<file path="config.mk">
export PLATFORM = sky130hd
export DESIGN_NAME = regfile_wr_arbiter_flat
export DESIGN_NICKNAME = d
export VERILOG_FILES = /design/src/rtl/regfile_wr_arbiter_if.sv /design/src/rtl/regfile_wr_arbiter.sv /design/src/flat_wrapper.sv
export SDC_FILE = /design/constraint.sdc
export NUM_CORES = 1
export LEC_CHECK = 0
export ABC_CLOCK_PERIOD_IN_PS = 3000
export CORE_ASPECT_RATIO = 0.5
export CORE_UTILIZATION = 50
export CTS_BUF_LIST = sky130_fd_sc_hd__clkbuf_16
export CTS_CLUSTER_DIAMETER = 40
export DETAILED_ROUTE_END_ITERATION = 12
export GPL_ROUTABILITY_DRIVEN = 1
export PLACE_DENSITY = 0.8
export REMOVE_ABC_BUFFERS = 1
export SYNTH_ARGS = -nofsm -noshare
export SYNTH_HDL_FRONTEND = slang
export SYNTH_SLANG_ARGS = --single-unit
export TNS_END_PERCENT = 10
</file>
<file path="constraint.sdc">
create_clock -name clk_in -period 3 [get_ports clk_in]
set_input_delay 0.3 -clock clk_in [delete_from_list [all_inputs] [get_ports clk_in]]
set_output_delay 0.3 -clock clk_in [all_outputs]
set_load 0.005 [all_outputs]
</file>
<file path="src/rtl/regfile_wr_arbiter_if.sv">
// Write-port arbiter bus: writeback stage, long-unit handshake, register-file write and status.
interface regfile_wr_arbiter_if #(
    parameter int DATA_WIDTH     = 16,
    parameter int REG_ADDR_WIDTH = 4
);
    logic                             pipe_en;
    logic        [REG_ADDR_WIDTH-1:0] pipe_addr;
    logic signed [DATA_WIDTH-1:0]     pipe_data;
    logic                             lu_valid;
    logic                             lu_ready;
    logic        [REG_ADDR_WIDTH-1:0] lu_addr;
    logic signed [DATA_WIDTH-1:0]     lu_data;
    logic                             rf_we;
    logic        [REG_ADDR_WIDTH-1:0] rf_addr;
    logic signed [DATA_WIDTH-1:0]     rf_data;
    logic                             stall_out;
    logic                             pending;

    modport master (
        output pipe_en, pipe_addr, pipe_data, lu_valid, lu_addr, lu_data,
        input  lu_ready, rf_we, rf_addr, rf_data, stall_out, pending
    );

    modport slave (
        input  pipe_en, pipe_addr, pipe_data, lu_valid, lu_addr, lu_data,
        output lu_ready, rf_we, rf_addr, rf_data, stall_out, pending
    );
endinterface

</file>
<file path="src/rtl/regfile_wr_arbiter.sv">
// Shares the register-file write port between writeback and a buffered long-latency unit (WB_WAW_SQUASH_EN squashes stale results).
// Latency: pipe path 1 cycle; long-unit path 2 cycles minimum (accept, then pop into an idle slot).
// Backpressure: lu_ready drops while the FIFO is full; a head blocked STARVE_LIMIT cycles raises stall_out.
module regfile_wr_arbiter #(
    parameter int DATA_WIDTH     = 16,
    parameter int REG_ADDR_WIDTH = 4,
    parameter int FIFO_DEPTH     = 2,
    parameter int STARVE_LIMIT   = 4
) (
    input  logic                 clk_in,
    input  logic                 RST,
    regfile_wr_arbiter_if.slave  bus
);
    localparam int PW = $clog2(FIFO_DEPTH);
    localparam int CW = $clog2(STARVE_LIMIT + 1);
    localparam logic [CW-1:0] LIMIT = CW'(STARVE_LIMIT);

    logic        [PW:0]               wr_ptr, rd_ptr;
    logic        [PW-1:0]             wr_idx, rd_idx;
    logic        [REG_ADDR_WIDTH-1:0] q_addr [FIFO_DEPTH];
    logic signed [DATA_WIDTH-1:0]     q_data [FIFO_DEPTH];
    logic        [FIFO_DEPTH-1:0]     q_live, live_nxt;
    logic        [CW-1:0]             starve_cnt;
    logic                             stall_q;
    logic                             rf_we_q;
    logic        [REG_ADDR_WIDTH-1:0] rf_addr_q;
    logic signed [DATA_WIDTH-1:0]     rf_data_q;

    logic empty, full, head_live, head_squash;
    logic push, live_pop, dead_pop, pop, blocked;

    assign wr_idx = wr_ptr[PW-1:0];
    assign rd_idx = rd_ptr[PW-1:0];
    assign empty  = (wr_ptr == rd_ptr);
    assign full   = (wr_ptr[PW] != rd_ptr[PW]) && (wr_idx == rd_idx);

    assign head_live = !empty && q_live[rd_idx];
    assign push      = bus.lu_valid && bus.lu_ready;
    assign live_pop  = head_live && !bus.pipe_en;
    assign dead_pop  = !empty && !q_live[rd_idx];
    assign pop       = live_pop || dead_pop;

`ifdef WB_WAW_SQUASH_EN
    // A head squashed this edge is about to become dead, so it is not starving.
    assign head_squash = bus.pipe_en && head_live && (q_addr[rd_idx] == bus.pipe_addr);
`else
    assign head_squash = 1'b0;
`endif
    assign blocked = head_live && bus.pipe_en && !head_squash;

    always_comb begin
        live_nxt = q_live;
`ifdef WB_WAW_SQUASH_EN
        for (int i = 0; i < FIFO_DEPTH; i++) begin
            if (bus.pipe_en && (q_addr[i] == bus.pipe_addr)) begin
                live_nxt[i] = 1'b0;
            end
        end
`endif
        if (pop) begin
            live_nxt[rd_idx] = 1'b0;
        end
        // The freshly accepted entry is younger than the pipe write and stays live.
        if (push) begin
            live_nxt[wr_idx] = 1'b1;
        end
    end

    always_ff @(posedge clk_in) begin
        if (!RST) begin
            wr_ptr     <= '0;
            rd_ptr     <= '0;
            q_live     <= '0;
            starve_cnt <= '0;
            stall_q    <= 1'b0;
            rf_we_q    <= 1'b0;
            rf_addr_q  <= '0;
            rf_data_q  <= '0;
        end else begin
            if (push) begin
                wr_ptr <= wr_ptr + (PW+1)'(1);
            end
            if (pop) begin
                rd_ptr <= rd_ptr + (PW+1)'(1);
            end
            q_live <= live_nxt;

            if (bus.pipe_en) begin
                rf_we_q   <= 1'b1;
                rf_addr_q <= bus.pipe_addr;
                rf_data_q <= bus.pipe_data;
            end else if (live_pop) begin
                rf_we_q   <= 1'b1;
                rf_addr_q <= q_addr[rd_idx];
                rf_data_q <= q_data[rd_idx];
            end else begin
                rf_we_q   <= 1'b0;
            end

            if (pop || empty) begin
                starve_cnt <= '0;
            end else if (blocked && (starve_cnt != LIMIT)) begin
                starve_cnt <= starve_cnt + CW'(1);
            end

            if (live_pop) begin
                stall_q <= 1'b0;
            end else if (blocked && (starve_cnt >= LIMIT - CW'(1))) begin
                stall_q <= 1'b1;
            end
        end
    end

    always_ff @(posedge clk_in) begin
        if (push) begin
            q_addr[wr_idx] <= bus.lu_addr;
            q_data[wr_idx] <= bus.lu_data;
        end
    end

    assign bus.lu_ready  = RST && !full;
    assign bus.pending   = !empty;
    assign bus.stall_out = stall_q;
    assign bus.rf_we     = rf_we_q;
    assign bus.rf_addr   = rf_addr_q;
    assign bus.rf_data   = rf_data_q;
endmodule

</file>
<file path="src/flat_wrapper.sv">
// flat-port wrapper written by rule: the top's interface ports become plain ports
module regfile_wr_arbiter_flat 
#(
    parameter int DATA_WIDTH     = 16,
    parameter int REG_ADDR_WIDTH = 4,
    parameter int FIFO_DEPTH     = 2,
    parameter int STARVE_LIMIT   = 4
)
  (clk_in, RST, bus_pipe_en, bus_pipe_addr, bus_pipe_data, bus_lu_valid, bus_lu_addr, bus_lu_data, bus_lu_ready, bus_rf_we, bus_rf_addr, bus_rf_data, bus_stall_out, bus_pending);
  regfile_wr_arbiter_if #(.DATA_WIDTH(DATA_WIDTH), .REG_ADDR_WIDTH(REG_ADDR_WIDTH)) bus_i ();
  input  logic clk_in;
  input  logic RST;
  input wire logic [$bits(bus_i.pipe_en)-1:0] bus_pipe_en;
  input wire logic [$bits(bus_i.pipe_addr)-1:0] bus_pipe_addr;
  input wire logic [$bits(bus_i.pipe_data)-1:0] bus_pipe_data;
  input wire logic [$bits(bus_i.lu_valid)-1:0] bus_lu_valid;
  input wire logic [$bits(bus_i.lu_addr)-1:0] bus_lu_addr;
  input wire logic [$bits(bus_i.lu_data)-1:0] bus_lu_data;
  output wire logic [$bits(bus_i.lu_ready)-1:0] bus_lu_ready;
  output wire logic [$bits(bus_i.rf_we)-1:0] bus_rf_we;
  output wire logic [$bits(bus_i.rf_addr)-1:0] bus_rf_addr;
  output wire logic [$bits(bus_i.rf_data)-1:0] bus_rf_data;
  output wire logic [$bits(bus_i.stall_out)-1:0] bus_stall_out;
  output wire logic [$bits(bus_i.pending)-1:0] bus_pending;
  assign bus_i.pipe_en = bus_pipe_en;
  assign bus_i.pipe_addr = bus_pipe_addr;
  assign bus_i.pipe_data = bus_pipe_data;
  assign bus_i.lu_valid = bus_lu_valid;
  assign bus_i.lu_addr = bus_lu_addr;
  assign bus_i.lu_data = bus_lu_data;
  assign bus_lu_ready = bus_i.lu_ready;
  assign bus_rf_we = bus_i.rf_we;
  assign bus_rf_addr = bus_i.rf_addr;
  assign bus_rf_data = bus_i.rf_data;
  assign bus_stall_out = bus_i.stall_out;
  assign bus_pending = bus_i.pending;
  regfile_wr_arbiter #(.DATA_WIDTH(DATA_WIDTH), .REG_ADDR_WIDTH(REG_ADDR_WIDTH), .FIFO_DEPTH(FIFO_DEPTH), .STARVE_LIMIT(STARVE_LIMIT)) u_core (.clk_in(clk_in), .RST(RST), .bus(bus_i));
endmodule
</file>
Yosys cells after proc, flatten, opt, wreduce, memory -nomap -nowiden:

Memory sizes are Yosys's and may differ from the RTL's. A register that Yosys moved wholly into a read port is not among the register bits.
Index checks and enable logic that the tools add are counted.

* bits in read-only memories: 0
* bits in writable memories: 40
* output and inout port bits: 24
* word-level logic and storage cells: 66
* register bits: 31
* memories kept: 2
* bits in latches: 0
* bits of input ports: 44

* divide/modulo/power cells: 0
* reduce and logical (&&, ||, !) cells: 20
* $mul: 0
* bitwise operators: 4
* muxes and demuxes: 20
* add/sub/neg operators: 3
* shift operators: 0
* magnitude comparators: 5
* equal/unequal tests: 4

Memory list
* u_core.q_data: words 2, bits a word 16, read ports 1, clocked after memory_dff 1, wr ports 1, RTL line regfile_wr_arbiter.sv:21 `logic signed [DATA_WIDTH-1:0] q_data [FIFO_DEPTH];`
* u_core.q_addr: words 2, bits a word 4, read ports 1, clocked after memory_dff 1, wr ports 1, RTL line regfile_wr_arbiter.sv:20 `logic [REG_ADDR_WIDTH-1:0] q_addr [FIFO_DEPTH];`

Operator list (count)
* 2-to-1 mux 16 bit: 2
* 2-to-1 mux 1 bit: 12
* logical AND 1 bit: 11
* 2-to-1 mux 4 bit: 2
* adder 2 x 1 -> 2 bit (second input constant): 2
* zero test 1 bit: 4
* less-than comparator 1 x 2 -> 1 bit (second input constant): 2
* 2-to-1 mux 2 bit: 2
* OR reduction 2 bit: 2
* adder 3 x 1 -> 3 bit (second input constant): 1
* >= comparator 3 x 2 -> 1 bit (second input constant): 1
* != test 3 bit (second input constant): 1
* bitwise AND 2 bit: 1
* demux 1 bit (select 1 bit): 2
* equality test 2 bit: 1
* >= comparator 1 bit (second input constant): 2
* logical OR 1 bit: 2
* inverter 2 bit: 1
* bitwise OR 2 bit: 1
* nonzero test 2 bit: 1
* equality test 1 bit: 1
* != test 1 bit: 1
* inverter 1 bit: 1

Depth between registers and ports, before layout:

Gate-level depths: netlist (run 1).

* word-level depth: 9
* depth in mapped cells: 6
* depth with buffers taken out: 6

Worst setup path before layout (run 1):

Ideal clock, no wire load.

* kind: reg2reg
* from: register u_core.wr_ptr[1]
* to: memory u_core.q_addr[1][0], enable pin
* data required time: 2.565 ns
* path buffers: 0
* data arrival time: 2.295 ns
* library setup time: 0.435 ns
* path slack: 0.270 ns
* stages on the path, launching flop included: 3
* period minus slack after synthesis: 2.730 ns
* cells stage by stage: dfxtp_1 > xor2_1 > a211oi_1

* word-level cells in the longest chain between the ends: 7

Ends and longest elaborated chain
* start: declaration: RTL line regfile_wr_arbiter.sv:18 `logic [PW:0] wr_ptr, rd_ptr;`
* start signal: assignment: RTL line regfile_wr_arbiter.sv:81 `wr_ptr <= wr_ptr + (PW+1)'(1);`
* != test 1 bit: RTL line regfile_wr_arbiter.sv:35 `assign full = (wr_ptr[PW] != rd_ptr[PW]) && (wr_idx == rd_idx);`
* logical AND 1 bit: RTL line regfile_wr_arbiter.sv:35
* zero test 1 bit: RTL line regfile_wr_arbiter.sv:121 `assign bus.lu_ready = RST && !full;`
* logical AND 1 bit: RTL line regfile_wr_arbiter.sv:121
* logical AND 1 bit: RTL line regfile_wr_arbiter.sv:38 `assign push = bus.lu_valid && bus.lu_ready;`
* 2-to-1 mux 1 bit: RTL line regfile_wr_arbiter.sv:115 `if (push) begin`
* 2-to-1 mux 1 bit (not written as such): RTL line regfile_wr_arbiter.sv:116 `q_addr[wr_idx] <= bus.lu_addr;`
* end: declaration: RTL line regfile_wr_arbiter.sv:20

Every way passes these cells.

Final worst setup path (run 1):

* from: register u_core.rd_ptr[1]
* to: output bus_pending

* word-level cells in the longest chain between the ends: 2

Ends and longest elaborated chain
* start: declaration: RTL line regfile_wr_arbiter.sv:18
* start signal: assignment: RTL line regfile_wr_arbiter.sv:84 `rd_ptr <= rd_ptr + (PW+1)'(1);`
* equality test 2 bit: RTL line regfile_wr_arbiter.sv:34 `assign empty = (wr_ptr == rd_ptr);`
* zero test 1 bit: RTL line regfile_wr_arbiter.sv:122 `assign bus.pending = !empty;`
* end: declaration: RTL line flat_wrapper.sv:24 `output wire logic [$bits(bus_i.pending)-1:0] bus_pending;`

Every way passes these cells.

==> out/metrics.csv, run 1 <==
metric;value;unit
die width;111;µm
CP Max Fanout;4;
GRT Total Usage;25.5;%
Final nets;374;
Startpoint Class;flop;
HPWL after DPL;4.73;mm
setup bufs post-CTS;0;
Overflow after GRT;0;
slowest CP cell;clkdlybuf4s50_1;
max incr delay on CP;490;ps
CTS root buf;clkbuf_16;
Via density;5.75;
Hold Startpoint;u_core.bus.stall_out;
n_diodes;0;
TritonCTS clock tree;yes;
antenna violations before repair;0;
gpl congestion;0.759;
Routed Antenna Nets;0;
CTS H-tree depth;3;
failing checks;design-rule violations;
R2R cell count;5;
CP startpoint;u_core.rd_ptr[1];
drt initial violations;212;
Crit Path Class;reg -> out;
hold path depth;2;
cells after synthesis;260;
RR Startpoint;u_core.wr_ptr[1];
critical path cell sequence;xor2_1 -> nor2_1 -> inv_1 -> clkdlybuf4s50_1;
row cnt;19;
clock sink count;72;
WP data required;2700;ps
final setup vio count;0;
YS warnings;0;
sequential cell area fraction in the yosys report;61.5;%
CTS Hold Buffers Added;0;
# DRC;1;
Area growth syn-to-layout;34.3;%
Critical Path AT;1950;ps
Final Hold Fails;0;
Core Region;0.00563;mm²
R2R setup slack;1110;ps
clock-pin slew on the worst setup and hold paths;50;ps
hold worst-path end;u_core.bus.stall_out;
status;complete, but fails checks;
post-synthesis cell type count;29;
peak supply drop;486;µV
Die Y;56.7;µm
final core occ;71.4;%
Initial Util;53.2;%
post-cts repair resize count;0;
vias in the first global route;2328;
Slew headroom;37.7;%
HP Class;reg -> reg;
synthesized area per cell;11.5;µm²
maxcap violations;0;
Clock Skew;4.07;ps
I/O Buffers;67;
share of cells above drive strength 1;7.23;%
Final period util;75.1;%
first-pass GRT wire length;11.8;mm
RSZ-0062 raised after global routing;no;
IO Pins;68;
Tmin final;2250;ps
largest net degree at the start of global routing;24;
sum of negative setup slack;0;ps
Max Fclk;444;MHz
CTS buffer count;9;
slew of the pin with the lowest slew margin;933;ps
CP Capture Type;output port;
total iterations of the first detailed-routing run;9;
Slew Viols, Final;0;
worst r2r dst;u_core.bus.rf_data[15];
static leakage;1.44;nW
WL/cell;17.5;µm
die area;0.00632;mm²
Yosys reg bits;72;
CTS Buffer Depth;2;
Syn Std Cell Area;0.00300;mm²
final wirelength;7.10;mm
total vias in the final route;2328;
clk_lat worst skew;340;ps
pwr/cell area;690;mW/mm²
per-layer routing:
layer / up-vias / part of all wire, % / GRT usage, %
met4: 0 / 1.4 / 9.65
met2: 82 / 49 / 40.9
met1: 1140 / 44 / 31.6
li1: 1093 / - / -
met5: - / 0 / 0
met3: 13 / 5.9 / 9.94
kinds of logic after synthesis:
group                      synth area share (%)
buffers and inverters                      4.18
adders and majority gates                  1.25
xor gates and xnor gates                   1.75
and+or+nand+nor                            11.5
DFF                                        61.5
AOI/OAI and AO/OA                          12.8
muxes                                      7.02
cell usage in the layout (no fill, tap or decap), types with 12 or more instances in the layout:
cell type,netlist,routed
dfxtp_1,32,32
nand3_1,33,33
mux2i_1,21,21
nor2_1,28,28
edfxtp_1,40,40
inv_1,10,12
o211ai_1,14,14
o21ai_0,16,16
clkdlybuf4s50_1,0,67
layout make-up:
cell class / count / area (µm²)
repair buffers: 75 / 731
flip-flops and latches: 72 / 1840
clock buffers: 9 / 225
well taps: 73 / 91.3
clock inverters: 7 / 55.1
multi-input cells: 159 / 1040
inverters: 10 / 37.5
fillers: 412 / 1610
worst max path at each step:
stage | to | slack (ps) | cells past startpoint
floorplan | u_core.q_addr[1][0] | 270 | 2
detailed placement | u_core.bus.rf_data[6] | 640 | 4
global placement | u_core.bus.rf_data[6] | 760 | 4
CTS | bus_pending | 720 | 4
global route | bus_pending | 620 | 4
finish | bus_pending | 750 | 4
registers in the layout, summed over array words and instances, names as in the netlist, named ones only:
register	flops
u_core.bus.rf_data	16
u_core.bus.rf_addr	4
u_core.starve_cnt	3
u_core.bus.stall_out	1
u_core.q_data	32
u_core.q_addr	8
u_core.bus.rf_we	1
u_core.q_live	2
u_core.wr_ptr	2
u_core.rd_ptr	2
cell usage after synthesis (all sizes together):
master | instances | area share [%]
a211oi | 2 | 0.50
a21o | 1 | 0.25
a21oi | 6 | 1.1
a221o | 8 | 2.7
a221oi | 1 | 0.29
buf | 10 | 1.8
clkbuf | 9 | 1.1
dfxtp | 32 | 21
edfxtp | 40 | 40
ha | 3 | 1.3
inv | 10 | 1.3
mux2i | 21 | 7.0
nand2 | 4 | 0.50
nand2b | 1 | 0.21
nand3 | 33 | 5.5
nor2 | 28 | 3.5
nor3 | 9 | 1.5
o211a | 3 | 1.3
o211ai | 14 | 3.5
o21a | 1 | 0.25
o21ai | 16 | 2.7
o31ai | 1 | 0.25
or2 | 1 | 0.29
xnor2 | 3 | 0.88
xor2 | 3 | 0.88
critical path: cells and delay by family (launching register included):
kind / cells / cell delay [ps]
buffers and inverters: 2 / 570
XOR/XNOR: 1 / 480
flip-flops: 1 / 400
AND/OR/NAND/NOR: 1 / 170
stage by stage:
step | hold slack, ps | instance area (µm²) | total power, mW | setup WS, ps | cells
after floorplan | 399 | 2910 | 1.51 | 270 | 241
after global placement | 466 | 3740 | 1.76 | 757 | 389
after detailed placement | 478 | 3740 | 1.78 | 636 | 389
after CTS | 488 | 4020 | 2.79 | 720 | 405
after global routing | 516 | 4020 | 2.89 | 615 | 405
final | 487 | 4020 | 2.78 | 747 | 405
where the power goes:
part	switching (mW)	leakage, nW	internal, mW	total [mW]
sequential	0.105	0.630	1.14	1.24
combinational	0.247	0.667	0.277	0.524
clock	0.381	0.147	0.628	1.01
total	0.733	1.44	2.04	2.78
Note: power is estimated with default switching activity, not from simulation.
==> inputs of run 2 (changes only) <==
--- a/config.mk
+++ b/config.mk
@@ -5,14 +5,14 @@
 export SDC_FILE = /design/constraint.sdc
 export NUM_CORES = 1
 export LEC_CHECK = 0
-export ABC_CLOCK_PERIOD_IN_PS = 3000
+export ABC_CLOCK_PERIOD_IN_PS = 1900
 export CORE_ASPECT_RATIO = 0.5
-export CORE_UTILIZATION = 50
+export CORE_UTILIZATION = 45
 export CTS_BUF_LIST = sky130_fd_sc_hd__clkbuf_16
 export CTS_CLUSTER_DIAMETER = 40
 export DETAILED_ROUTE_END_ITERATION = 12
 export GPL_ROUTABILITY_DRIVEN = 1
-export PLACE_DENSITY = 0.8
+export PLACE_DENSITY = 0.76
 export REMOVE_ABC_BUFFERS = 1
 export SYNTH_ARGS = -nofsm -noshare
 export SYNTH_HDL_FRONTEND = slang
==> constraint.sdc (replaced) <==
create_clock -name clk_in -period 1.9 [get_ports clk_in]
set_input_delay 0.19 -clock clk_in [delete_from_list [all_inputs] [get_ports clk_in]]
set_output_delay 0.19 -clock clk_in [all_outputs]
set_load 0.005 [all_outputs]
==> run 2 against run 1 <==
Against the previous run: the run now ends clean; non-clock buffer count up 9; via count grew 1.4%; combinational power is 84% higher; sequential power grew 56%; critical path depth up 1; sequential cell count unchanged; sequential share of layout area shrank 1.2 points; global-route usage is 3.1 points lower; die area up 11%; worst hold slack lost 48 ps; first-iteration DRC count down 19%; register-to-register slack lost 1100 ps; critical endpoint is now u_core.bus.rf_data[14]; highest routed layer unchanged.
==> out/metrics.csv, run 2 (same netlist as run 1, synthesis figures left out) <==
metric;value;unit
CP Capture Type;flop;
CTS Hold Buffers Added;0;
CP Max Fanout;21;
CTS buffer count;9;
clk_lat worst skew;330;ps
gpl congestion;0.817;
drt initial violations;172;
antenna violations before repair;0;
Final period util;97.4;%
max FFs per register;32;
Final nets;383;
CTS root buf;clkbuf_16;
R2R cell count;5;
Routed Antenna Nets;0;
clock sink count;72;
Slew Viols, Final;0;
HPWL after DPL;4.87;mm
pwr/cell area;1040;mW/mm²
share of cells above drive strength 1;11.1;%
Via density;5.50;
slew of the pin with the lowest slew margin;511;ps
Max Fclk;540;MHz
largest net degree at the start of global routing;27;
die area;0.00701;mm²
Worst Slack Setup Final;49.7;ps
hold worst-path end;u_core.q_data[0][5];
final wirelength;7.17;mm
Slew headroom;65.8;%
commonest non-fill, non-tap cell in the layout;clkdlybuf4s50_1;
CTS Buffer Depth;2;
IO Pins;68;
Clock Skew;3.86;ps
WL/cell;16.7;µm
static leakage;1.50;nW
first-pass GRT wire length;11.6;mm
Overflow after GRT;0;
I/O Buffers;67;
hold path depth;1;
Initial Util;47.9;%
Die Y;59.7;µm
row cnt;20;
WP data required;2110;ps
CTS H-tree depth;3;
Power, Total;4.33;mW
status;completed;
most frequent cells in the layout;clkdlybuf4s50_1, edfxtp_1, nand3_1;
total vias in the final route;2360;
Critical Path AT;2060;ps
n_diodes;0;
# DRC;0;
worst r2r dst;u_core.bus.rf_data[14];
Largest Register;u_core.q_data;
vias in the first global route;2299;
Tmin final;1850;ps
Area growth syn-to-layout;38.5;%
total iterations of the first detailed-routing run;7;
maxcap violations;0;
HP Class;in -> reg;
Crit Path Class;reg -> reg;
Startpoint Class;flop;
RSZ-0062 raised after global routing;no;
Hold Startpoint;bus_lu_data[5];
clock-pin slew on the worst setup and hold paths;50;ps
final setup vio count;0;
RR Startpoint;u_core.rd_ptr[1];
R2R setup slack;50;ps
GRT Total Usage;22.5;%
Core Region;0.00626;mm²
Final Hold Fails;0;
TritonCTS clock tree;yes;
DP Worst Slack;129;ps
peak supply drop;580;µV
die width;117;µm
-- run 2: changes by cell type in the layout (fill, tap and decap cells not counted), sizes merged --
cell    before  now
bufinv       1    0
inv         12   16
buf          8   17
clkinv       4    1
-- run 2: timing repair --
| item | in CTS | in global routing |
|---|---|---|
| resized for setup | 5 | 3 |
| pin swaps | 2 | 0 |
| setup buffers | 2 | 0 |
| endpoints found under the setup margin | 2 | 8 |
-- run 2: per-layer routing --
metal	track usage, %	vias up	part of all wire (%)
met2	38.2	88	50
met5	0	-	0
met4	8.16	0	1.4
met3	7.63	16	5.9
li1	-	1110	-
met1	27.3	1146	43
-- run 2: where the power goes --
part           internal (mW)  switching (mW)  total, mW
sequential              1.81           0.131       1.94
combinational          0.517           0.446      0.963
clock                  0.851           0.580       1.43
-- run 2: worst max-delay path by stage --
stage                startpoint                      to  slack (ps)  cells after the start
5_1_grt        u_core.rd_ptr[1]  u_core.bus.rf_data[14]          10                      5
2_1_floorplan  u_core.wr_ptr[1]     u_core.q_addr[1][0]        -830                      2
3_5_place_dp                RST  u_core.bus.rf_data[15]         130                      5
3_3_place_gp                RST   u_core.bus.rf_data[5]         190                      5
6_report       u_core.rd_ptr[1]  u_core.bus.rf_data[14]          50                      5
4_1_cts        u_core.rd_ptr[1]  u_core.bus.rf_data[14]          20                      5
-- run 2: worst max-delay path, cell delays in order, from the launching register on --
cell     delay, ps
dfxtp_2        360
xor2_2         180
buf_4          160
o211a_4        290
or2_4          370
a221o_1        360
-- run 2: layout make-up --
| cell class | instances | area (µm²) |
|---|---|---|
| well taps | 88 | 110 |
| repair buffers | 84 | 836 |
| inverters | 10 | 37.5 |
| clock inverters | 7 | 27.5 |
| multi-input cells | 159 | 1060 |
| clock buffers | 9 | 225 |
| fillers | 466 | 2110 |
| flip-flops and latches | 72 | 1850 |
-- run 2: per-stage QoR --
stage / hold WS (ps) / std cells / utilization, % / instance area, µm² / setup TNS, ps
2_1_floorplan: 289 / 241 / - / 2910 / -18040
3_3_place_gp: 468 / 411 / 61.6 / 3850 / 0
3_5_place_dp: 484 / 411 / 61.6 / 3850 / 0
4_1_cts: 431 / 429 / 66.2 / 4140 / 0
5_1_grt: 433 / 429 / 66.3 / 4150 / 0
6_report: 439 / 429 / 66.3 / 4150 / 0
